$ cat src/rtl/sprite_draw_sequencer_pkg.sv
// Shared types and defaults for the sprite draw sequencer: FSM state
// encoding, default bus widths and the ON/OFF levels used for strobes.
package sprite_draw_sequencer_pkg;

  typedef enum logic [1:0] {
    S_IDLE   = 2'd0,
    S_SELECT = 2'd1,
    S_ACTIVE = 2'd2,
    S_DONE   = 2'd3
  } seq_state_e;

  localparam int DEF_N_CH    = 3;
  localparam int DEF_X_W     = 9;
  localparam int DEF_Y_W     = 8;
  localparam int DEF_C_W     = 6;
  localparam int DEF_MAX_CYC = 1024;

  localparam logic ON  = 1'b1;
  localparam logic OFF = 1'b0;

  // Channel index width; a single channel still needs one bit.
  function automatic int idx_width(input int n_ch);
    return (n_ch > 1) ? $clog2(n_ch) : 1;
  endfunction

endpackage

$ cat src/rtl/sprite_draw_sequencer_if.sv
// Bundle of the control, per-channel sprite and VGA write signals around the
// sequencer. The master side is the game control plus sprite drawers plus
// VGA arbiter; the slave side is the sequencer itself.
interface sprite_draw_sequencer_if
  import sprite_draw_sequencer_pkg::*;
#(
  parameter int N_CH = DEF_N_CH,
  parameter int X_W  = DEF_X_W,
  parameter int Y_W  = DEF_Y_W,
  parameter int C_W  = DEF_C_W
);

  // Control side
  logic                draw;
  logic [N_CH-1:0]     ch_enable;
  logic                draw_done;
  logic                busy;
  logic [N_CH-1:0]     timeout_err;

  // Flattened per-channel sprite streams, channel i at [i*W +: W]
  logic [N_CH*X_W-1:0] ch_x_draw;
  logic [N_CH*Y_W-1:0] ch_y_draw;
  logic [N_CH*C_W-1:0] ch_colour;
  logic [N_CH-1:0]     ch_write;
  logic [N_CH-1:0]     ch_done;
  logic [N_CH-1:0]     ch_draw;

  // VGA write port
  logic [X_W-1:0]      x_draw;
  logic [Y_W-1:0]      y_draw;
  logic [C_W-1:0]      colour;
  logic                VGA_write;

  modport master (
    output draw, ch_enable, ch_x_draw, ch_y_draw, ch_colour, ch_write, ch_done,
    input  draw_done, busy, timeout_err, ch_draw, x_draw, y_draw, colour, VGA_write
  );

  modport slave (
    input  draw, ch_enable, ch_x_draw, ch_y_draw, ch_colour, ch_write, ch_done,
    output draw_done, busy, timeout_err, ch_draw, x_draw, y_draw, colour, VGA_write
  );

endinterface

$ cat src/rtl/sprite_draw_sequencer_next_enabled_finder.sv
// Priority scan: lowest set bit of mask_i at or above start_i. Once the
// sequence has stepped past the last channel (exhausted_i) nothing is found,
// which also covers an index counter that wrapped back to zero.
module next_enabled_finder
  import sprite_draw_sequencer_pkg::*;
#(
  parameter int N_CH  = DEF_N_CH,
  parameter int IDX_W = idx_width(DEF_N_CH)
) (
  input  logic [N_CH-1:0]  mask_i,
  input  logic [IDX_W-1:0] start_i,
  input  logic             exhausted_i,
  output logic [IDX_W-1:0] index_o,
  output logic             valid_o
);

  // Descending loop so the last hit written is the lowest qualifying index.
  always_comb begin
    // NOTE: every output gets a default before the loop so no latch is inferred.
    index_o = '0;
    valid_o = OFF;
    for (int i = N_CH - 1; i >= 0; i--) begin
      if (!exhausted_i && mask_i[i] && (IDX_W'(i) >= start_i)) begin
        index_o = IDX_W'(i);
        valid_o = ON;
      end
    end
  end

endmodule

$ cat src/rtl/sprite_draw_sequencer.sv
// Grants each enabled sprite channel in ascending order, forwards the granted
// channel's pixel stream to the VGA port through one register stage, skips a
// channel that overruns its watchdog and reports completion to control.
module sprite_draw_sequencer
  import sprite_draw_sequencer_pkg::*;
#(
  parameter int N_CH    = DEF_N_CH,
  parameter int X_W     = DEF_X_W,
  parameter int Y_W     = DEF_Y_W,
  parameter int C_W     = DEF_C_W,
  parameter int MAX_CYC = DEF_MAX_CYC
) (
  input  logic                  clock,
  input  logic                  reset,
  sprite_draw_sequencer_if.slave bus
);

  localparam int IDX_W  = idx_width(N_CH);
  localparam int WDOG_W = $clog2(MAX_CYC + 1);
  localparam logic [WDOG_W-1:0] WDOG_LAST = WDOG_W'(MAX_CYC - 1);

  seq_state_e        state_q, state_d;
  logic [IDX_W-1:0]  idx_q, idx_d;
  logic              past_end_q, past_end_d;
  logic [WDOG_W-1:0] wdog_q, wdog_d;
  logic [N_CH-1:0]   mask_q, mask_d;
  logic [N_CH-1:0]   terr_q, terr_d;

  logic [X_W-1:0]    x_q;
  logic [Y_W-1:0]    y_q;
  logic [C_W-1:0]    colour_q;
  logic              write_q;

  logic [IDX_W-1:0]  found_idx;
  logic              found_valid;

  logic [X_W-1:0]    sel_x;
  logic [Y_W-1:0]    sel_y;
  logic [C_W-1:0]    sel_colour;
  logic              sel_write;
  logic              sel_done;

  next_enabled_finder #(
    .N_CH  (N_CH),
    .IDX_W (IDX_W)
  ) u_finder (
    .mask_i      (mask_q),
    .start_i     (idx_q),
    .exhausted_i (past_end_q),
    .index_o     (found_idx),
    .valid_o     (found_valid)
  );

  // Pick the granted channel's fields out of the flattened buses.
  always_comb begin
    sel_x      = '0;
    sel_y      = '0;
    sel_colour = '0;
    sel_write  = OFF;
    sel_done   = OFF;
    for (int i = 0; i < N_CH; i++) begin
      if (idx_q == IDX_W'(i)) begin
        sel_x      = bus.ch_x_draw[i*X_W +: X_W];
        sel_y      = bus.ch_y_draw[i*Y_W +: Y_W];
        sel_colour = bus.ch_colour[i*C_W +: C_W];
        sel_write  = bus.ch_write[i];
        sel_done   = bus.ch_done[i];
      end
    end
  end

  // State and sequencing registers.
  always_ff @(posedge clock) begin
    // NOTE: sequential state uses non-blocking assignments so every register
    // samples pre-edge values regardless of statement order.
    if (!reset) begin
      state_q    <= S_IDLE;
      idx_q      <= '0;
      past_end_q <= OFF;
      wdog_q     <= '0;
      mask_q     <= '0;
      terr_q     <= '0;
    end else begin
      state_q    <= state_d;
      idx_q      <= idx_d;
      past_end_q <= past_end_d;
      wdog_q     <= wdog_d;
      mask_q     <= mask_d;
      terr_q     <= terr_d;
    end
  end

  // Next-state logic: request latch, channel scan, watchdog and abort.
  always_comb begin
    state_d    = state_q;
    idx_d      = idx_q;
    past_end_d = past_end_q;
    wdog_d     = wdog_q;
    mask_d     = mask_q;
    terr_d     = terr_q;
    unique case (state_q)
      S_IDLE: begin
        if (bus.draw) begin
          mask_d     = bus.ch_enable;
          idx_d      = '0;
          past_end_d = OFF;
          state_d    = S_SELECT;
        end
      end
      S_SELECT: begin
        if (!bus.draw) begin
          state_d = S_IDLE;
        end else if (found_valid) begin
          idx_d   = found_idx;
          wdog_d  = '0;
          state_d = S_ACTIVE;
        end else begin
          state_d = S_DONE;
        end
      end
      S_ACTIVE: begin
        if (!bus.draw) begin
          state_d = S_IDLE;
        end else if (sel_done || (wdog_q == WDOG_LAST)) begin
          // A channel finishing on its last allowed cycle is not an error.
          if (!sel_done) begin
            terr_d = terr_q | (N_CH'(1) << idx_q);
          end
          {past_end_d, idx_d} = {1'b0, idx_q} + (IDX_W + 1)'(1);
          state_d = S_SELECT;
        end else begin
          wdog_d = wdog_q + WDOG_W'(1);
        end
      end
      S_DONE: begin
        if (!bus.draw) begin
          state_d = S_IDLE;
        end
      end
      default: state_d = S_IDLE;
    endcase
  end

  // Decoded outputs: one-hot grant, completion and busy flags.
  always_comb begin
    bus.ch_draw   = (state_q == S_ACTIVE) ? (N_CH'(1) << idx_q) : '0;
    bus.draw_done = (state_q == S_DONE);
    bus.busy      = (state_q != S_IDLE);
  end

  // One-stage pixel register toward the VGA arbiter; coordinates hold when idle.
  always_ff @(posedge clock) begin
    if (!reset) begin
      x_q      <= '0;
      y_q      <= '0;
      colour_q <= '0;
      write_q  <= OFF;
    end else if (state_q == S_ACTIVE) begin
      x_q      <= sel_x;
      y_q      <= sel_y;
      colour_q <= sel_colour;
      write_q  <= sel_write;
    end else begin
      write_q  <= OFF;
    end
  end

  assign bus.x_draw      = x_q;
  assign bus.y_draw      = y_q;
  assign bus.colour      = colour_q;
  assign bus.VGA_write   = write_q;
  assign bus.timeout_err = terr_q;

endmodule

$ cat src/flat_wrapper.sv
// flat-port wrapper written by rule: the top's interface ports become plain ports
module sprite_draw_sequencer_flat import sprite_draw_sequencer_pkg::*;
#(
  parameter int N_CH    = DEF_N_CH,
  parameter int X_W     = DEF_X_W,
  parameter int Y_W     = DEF_Y_W,
  parameter int C_W     = DEF_C_W,
  parameter int MAX_CYC = DEF_MAX_CYC
)
  (clock, reset, bus_draw, bus_ch_enable, bus_ch_x_draw, bus_ch_y_draw, bus_ch_colour, bus_ch_write, bus_ch_done, bus_draw_done, bus_busy, bus_timeout_err, bus_ch_draw, bus_x_draw, bus_y_draw, bus_colour, bus_VGA_write);
  sprite_draw_sequencer_if #(.N_CH(N_CH), .X_W(X_W), .Y_W(Y_W), .C_W(C_W)) bus_i ();
  input  logic clock;
  input  logic reset;
  input wire logic [$bits(bus_i.draw)-1:0] bus_draw;
  input wire logic [$bits(bus_i.ch_enable)-1:0] bus_ch_enable;
  input wire logic [$bits(bus_i.ch_x_draw)-1:0] bus_ch_x_draw;
  input wire logic [$bits(bus_i.ch_y_draw)-1:0] bus_ch_y_draw;
  input wire logic [$bits(bus_i.ch_colour)-1:0] bus_ch_colour;
  input wire logic [$bits(bus_i.ch_write)-1:0] bus_ch_write;
  input wire logic [$bits(bus_i.ch_done)-1:0] bus_ch_done;
  output wire logic [$bits(bus_i.draw_done)-1:0] bus_draw_done;
  output wire logic [$bits(bus_i.busy)-1:0] bus_busy;
  output wire logic [$bits(bus_i.timeout_err)-1:0] bus_timeout_err;
  output wire logic [$bits(bus_i.ch_draw)-1:0] bus_ch_draw;
  output wire logic [$bits(bus_i.x_draw)-1:0] bus_x_draw;
  output wire logic [$bits(bus_i.y_draw)-1:0] bus_y_draw;
  output wire logic [$bits(bus_i.colour)-1:0] bus_colour;
  output wire logic [$bits(bus_i.VGA_write)-1:0] bus_VGA_write;
  assign bus_i.draw = bus_draw;
  assign bus_i.ch_enable = bus_ch_enable;
  assign bus_i.ch_x_draw = bus_ch_x_draw;
  assign bus_i.ch_y_draw = bus_ch_y_draw;
  assign bus_i.ch_colour = bus_ch_colour;
  assign bus_i.ch_write = bus_ch_write;
  assign bus_i.ch_done = bus_ch_done;
  assign bus_draw_done = bus_i.draw_done;
  assign bus_busy = bus_i.busy;
  assign bus_timeout_err = bus_i.timeout_err;
  assign bus_ch_draw = bus_i.ch_draw;
  assign bus_x_draw = bus_i.x_draw;
  assign bus_y_draw = bus_i.y_draw;
  assign bus_colour = bus_i.colour;
  assign bus_VGA_write = bus_i.VGA_write;
  sprite_draw_sequencer #(.N_CH(N_CH), .X_W(X_W), .Y_W(Y_W), .C_W(C_W), .MAX_CYC(MAX_CYC)) u_core (.clock(clock), .reset(reset), .bus(bus_i));
endmodule
$ cat config.mk
export PLATFORM = sky130hd
export DESIGN_NAME = sprite_draw_sequencer_flat
export DESIGN_NICKNAME = d
export VERILOG_FILES = /design/src/rtl/sprite_draw_sequencer_pkg.sv /design/src/rtl/sprite_draw_sequencer_if.sv /design/src/rtl/sprite_draw_sequencer_next_enabled_finder.sv /design/src/rtl/sprite_draw_sequencer.sv /design/src/flat_wrapper.sv
export SDC_FILE = /design/constraint.sdc
export NUM_CORES = 1
export LEC_CHECK = 0
export ABC_CLOCK_PERIOD_IN_PS = 3800
export CORE_MARGIN = 1
export CORE_UTILIZATION = 45
export CTS_CLUSTER_SIZE = 8
export DETAILED_ROUTE_END_ITERATION = 6
export PLACE_DENSITY = 0.86
export SYNTH_ARGS = -nofsm -noshare
export SYNTH_HDL_FRONTEND = slang
export SYNTH_SLANG_ARGS = --single-unit
$ cat constraint.sdc
create_clock -name clock -period 3.8 [get_ports clock]
set_input_delay 0.57 -clock clock [delete_from_list [all_inputs] [get_ports clock]]
set_output_delay 0.57 -clock clock [all_outputs]
set_load 0.05 [all_outputs]
Yosys cells after proc, flatten, opt, wreduce, memory -nomap -nowiden
Cells that the tools add are included.
{ "totals": {"output_inout_bits": 32, "regBits": 46, "word_cells": 97, "inputBits": 81} }
{ "classes": {"mux": 44, "reduce_logical": 21, "n_lt_le_gt_ge": 3, "bitwise": 2, "shift": 1, "eq_ne": 14, "n_addsub": 2} }
{ "ops": {"columns": ["cell", "count"], "rows": [
  ["$mux W11", 4],
  ["$mux W9", 3],
  ["$mux W2", 13],
  ["$mux W8", 3],
  ["$pmux W11 S2", 1],
  ["$mux W6", 3],
  ["$mux W1", 13],
  ["$add A11 B1 Y11 const B", 1],
  ["$eq A11 B10 Y1 const B", 1],
  ["$ne A2 B2 Y1 const B", 5],
  ["$pmux W2 S4", 1],
  ["$reduce_and A4 Y1", 2],
  ["$eq A2 B2 Y1 const B", 3],
  ["$logic_and A1 B1 Y1", 6],
  ["$pmux W2 S3", 1],
  ["$reduce_and A6 Y1", 1],
  ["$reduce_bool A2 Y1", 3],
  ["$reduce_and A5 Y1", 1],
  ["$eq A2 B1 Y1 const B", 2],
  ["$ge A1 B2 Y1 const A", 2],
  ["$logic_not A2 Y1", 2],
  ["$ne A2 B1 Y1 const B", 2],
  ["$reduce_and A2 Y1", 2],
  ["$add A2 B1 Y3 const B", 1],
  ["other kinds (11)", 11]
]} }

Longest topological paths before layout
{ "depth": {"depth_word": 9, "ltp_mapped": 10, "ltp_nobuf": 7} }

By module
A second synthesis with hierarchy kept.
{ "unflattened": {"hier_cells": 318, "hier_area_um2": 2651.3} }
{ "modules_own_cells": {"columns": ["module", "cells_each", "seq_area_each_um2", "area_per_inst_um2", "n_inst"], "rows": [
  ["sprite_draw_sequencer", 310, 920.9, 2597.5, 1],
  ["next_enabled_finder", 8, 0.0, 53.8, 1]
]} }

Least setup slack after synthesis
No wires, ideal clock.
{ "synth_path": {"kind": "register to register", "startpoint": "register u_core.idx_q[1]", "endpoint": "register u_core.wdog_q[6]", "n_path_buf": 3, "period_less_slack_ns": 2.312, "required_time_ns": 3.729, "setup_slack_ns": 1.488, "stages_incl_launch_ff": 11, "t_arrival_ns": 2.241, "setup_ns": 0.071, "cell_sequence": "dfxtp_1 > inv_1 > ha_1 > clkbuf_1 > a21oi_1 > a22o_1 > buf_2 > nand2_1 > clkbuf_1 > or4b_2 > a21oi_1"} }
{ "synth_via": {"elab_chain_len": 7, "word_cells_on_any_way": 19, "classes_between": "order compare: 3; eq/ne: 4; mux: 6; reduce/logical: 6"} }
{ "synth_rtl": {"columns": ["element", "line", "rtl"], "rows": [
  ["start, declared", "sprite_draw_sequencer.sv:23", "logic [IDX_W-1:0] idx_q, idx_d;"],
  ["start signal, assigned", "sprite_draw_sequencer.sv:85", "idx_q <= idx_d;"],
  ["$ge A2 B2 Y1 / $logic_not A2 Y1 (equally long branches)", "sprite_draw_sequencer_next_enabled_finder.sv:23, sprite_draw_sequencer.sv:62", null],
  ["$logic_and A1 B1 Y1 / $mux W1 (equally long branches)", "sprite_draw_sequencer_next_enabled_finder.sv:23, sprite_draw_sequencer.sv:62", null],
  ["$mux W1, on equally long branches (2 in series)", "sprite_draw_sequencer_next_enabled_finder.sv:23, sprite_draw_sequencer.sv:62", null],
  ["$mux W1 / $logic_or A1 B1 Y1 (equally long branches)", "sprite_draw_sequencer_next_enabled_finder.sv:23, sprite_draw_sequencer.sv:124", null],
  ["$ne A2 B1 Y1 (no source line) / $ne A2 B2 Y1 (equally long branches)", null, null],
  ["$reduce_and A5 Y1 (no source line) (*)", null, null],
  ["end signal, assigned", "sprite_draw_sequencer.sv:87", "wdog_q <= wdog_d;"],
  ["end, declared", "sprite_draw_sequencer.sv:25", "logic [WDOG_W-1:0] wdog_q, wdog_d;"]
]} }
Every way passes the cells marked *; elsewhere a longest branch is shown, timed or not.
A chain may end at the register's enable or synchronous reset.

Worst setup path after layout
{ "layout_path": {"startpoint": "register u_core.state_q[0]", "endpoint": "output port bus_ch_draw[1]"} }
{ "layout_via": {"elab_chain_len": 2} }
{ "layout_rtl": {"columns": ["element", "line", "rtl"], "rows": [
  ["start, declared", "sprite_draw_sequencer.sv:22", "seq_state_e state_q, state_d;"],
  ["start signal, assigned", "sprite_draw_sequencer.sv:84", "state_q <= state_d;"],
  ["$eq A2 B2 Y1", "sprite_draw_sequencer.sv:146", "bus.ch_draw = (state_q == S_ACTIVE) ? (N_CH'(1) << idx_q) : '0;"],
  ["$mux W3", "sprite_draw_sequencer.sv:146", null],
  ["end, declared", "flat_wrapper.sv:24", "output wire logic [$bits(bus_i.ch_draw)-1:0] bus_ch_draw;"]
]} }
Every way passes these cells.

==> flow_summary.ini <==
[run_status]
run_status = complete, no violations

[placement]
place.gp.congestion = 0.899
port_buffers = 112
hpwlAfterDp_um = 6040
place_inst = 499
dpl_cell_area_mm2 = 0.00378

[worst_setup_path]
critical_path_arrival_ps = 2290
worstSetupStartpointType = flop
critPathRequiredTime_ps = 3230
critPathCaptureType = output pin
r2r_cells = 7
crit_fanout = 21
worstSetupPathType = flop to output pin

[route]
drt_iter0_drc = 213
antenna_left = 0
vias = 2849
wl_um = 7940
drc = 0
wl_per_cell_um = 15.7
drt_first_pass_iters = 4
viasPerCell = 5.62

[grt]
grt_pass1_wl_um = 12600
grt.busiest_layer = met2
grtUsageMet1_pct = 29.5
grt_max_degree = 41
grt_use_met3_pct = 6.51
overflow = 0
grt_pass1_vias = 2717
track_usage_pct = 25.9
antenna_found_initial = 0
grt_util_met2_pct = 47.3

[synth]
synth-edff-count = 0
async_reset_ff_share_pct = 0
synth_cell_type_count = 42
netlist_area_mm2 = 0.00264
syn-num-nets = 429
yosys_most_used_dff = dfxtp_1
syn_inst = 337
synth_most_common_cell = nand2_1
yosysTopAreaCellShare_pct = 34.8
synth_seq_area_share_pct = 34.8
syn_area_per_cell_um2 = 7.85
yosys.area.top_type = dfxtp_1
synth_area_leaders = dfxtp_1 (35%), mux2i_1 (9.5%), nand2_1 (7.0%), a22oi_1 (6.8%), o21ai_0 (5.7%)
ys_ff_latch = 46
ys_warn_count = 0
synth_top_cells_by_count = nand2_1 (49), dfxtp_1 (46), nor2_1 (34), o21ai_0 (30), mux2i_1 (25)

[power_and_ir_drop]
p_leak_nw = 1.41
p_per_area_mw_per_mm2 = 333
seq_power_share_pct = 39.3
p_comb_share_pct = 26.9
switching_share_pct = 29.0
pwr-share-clk_pct = 33.8
switchingPower_mw = 0.379
p_int_mw = 0.926
vdd_drop_max_mv = 0.201

[timing]
min_period_ps = 2860
grt_setup_unrepaired = false
clock_skew_ps = 9.79
hold_ws_ps = 483
setup_viol = 0
hold_violations = 0
tightestPinTransition_ps = 1060
fmaxAchievable_mhz = 350
drv_slew = 0
slew_headroom_pct = 29.6
finalCritPeriodShare_pct = 75.2
setup_tns_ps = 0

[cells_and_area]
nets = 526
post-route-util_pct = 70.4
final_area_mm2 = 0.00392
num_antenna_cells = 0
syn2layout_area_growth_pct = 48.4
fin_cells = 507
drive_gt1_share_pct = 5.52

[floorplan]
initial_utilization_pct = 47.4
die_x_um = 78.7
num_io_pins = 113
row_count = 27
dieHeight_um = 78.7
coreArea_mm2 = 0.00557
dieArea_mm2 = 0.00619

[clock_tree]
root_buffer = clkbuf_8
cts.clk_slew.worst_paths_ps = 80
cts_tree = built
ctsResizeCount = 0
cts_setup_buffers = 0
clk_path_buf_depth = 2
htree_levels = 2
cts-buffers-inserted = 5
cts.sinks = 46
hold_buffers = 0
insertion_delay_ps = 310

[worst_hold_path]
min_path_type = flop to flop
whs_path_depth = 2

[flow_run]
max_cap_violations = 0
## final timing paths
path,start,to,slack (ps)
max,u_core.state_q[0]$_SDFFE_PN0P_,bus_ch_draw[1],940
min,u_core.mask_q[1]$_SDFFE_PN0P_,u_core.mask_q[1]$_SDFFE_PN0P_,480
max reg2reg,u_core.idx_q[1]$_SDFFE_PN0P_,u_core.wdog_q[0]$_SDFFE_PN0P_,990
min reg2reg,u_core.mask_q[1]$_SDFFE_PN0P_,u_core.mask_q[1]$_SDFFE_PN0P_,480
## per-layer routing
layer  part of all wire, %  vias up
li1                      -     1397
met1                    41     1337
met2                    51      104
met3                   6.5       11
met4                   1.3        0
met5                     0        -
## cell families (layout without fill, tap and decap cells)
family          after synthesis  in the layout  synth area share, %
fa+ha+maj                    11             11                 5.21
compound gates               91             91                 21.9
mux                          25             25                 9.47
buf+inv                      37            135                 5.58
flops                        46             46                 34.8
simple gates                127            127                 23.0
## stage by stage
| step | setup WS, ps | total power, mW |
|---|---|---|
| after detailed placement | 1030 | 0.872 |
| after CTS | 959 | 1.31 |
| after floorplan | 1490 | 0.720 |
| after global placement | 1140 | 0.864 |
| final | 942 | 1.30 |
| after global routing | 792 | 1.35 |
## power groups by stage
stage / Combinational, mW / Clock, mW / Sequential, mW
after floorplan: 0.160 / 0 / 0.560
after global placement: 0.341 / 0 / 0.524
after detailed placement: 0.349 / 0 / 0.523
after CTS: 0.350 / 0.443 / 0.513
after global routing: 0.377 / 0.459 / 0.515
final: 0.351 / 0.441 / 0.513
## area by class of cell
cell class              instances  area [um2]
well taps                      72        90.1
clock buffers                   5        68.8
inverters                      10        37.5
clock inverters                 3        68.8
flip-flops and latches         46         921
repair buffers                117        1160
fillers                       434        1650
multi-input cells             254        1580
## sequential cells by signal, summed over array words and instances (netlist names)
name                    count
u_core.bus.VGA_write        1
u_core.bus.colour           6
u_core.bus.timeout_err      3
u_core.bus.x_draw           9
u_core.bus.y_draw           8
u_core.idx_q                2
u_core.mask_q               3
u_core.past_end_q           1
u_core.state_q              2
u_core.wdog_q              11
## worst max-delay path, cell delays in order, from the launching register on
cell and delay [ps]:
dfxtp_1 330, inv_1 130, ha_2 500, and2_1 210, clkdlybuf4s50_1 810
## cells in the final DEF (no fill, tap or decap), types with 2 or more instances in the layout
master / synthesis / layout
nor3_1: 2 / 2
a31oi_1: 10 / 10
nand3_1: 16 / 16
inv_1: 10 / 10
clkbuf_8: 0 / 5
dfxtp_1: 46 / 46
buf_4: 0 / 5
or4_4: 2 / 2
nand3b_1: 2 / 2
or3_1: 2 / 2
a21oi_1: 11 / 11
nor2_1: 34 / 34
o21ai_0: 30 / 30
bufinv_16: 0 / 2
or4_1: 4 / 4
nor2b_1: 2 / 2
a211oi_1: 2 / 2
a22oi_1: 24 / 24
nand2_1: 49 / 49
ha_1: 11 / 10
clkdlybuf4s50_1: 0 / 112
and2_1: 4 / 4
o211ai_1: 6 / 6
mux2i_1: 25 / 25
(Power assumes the default switching activity.)
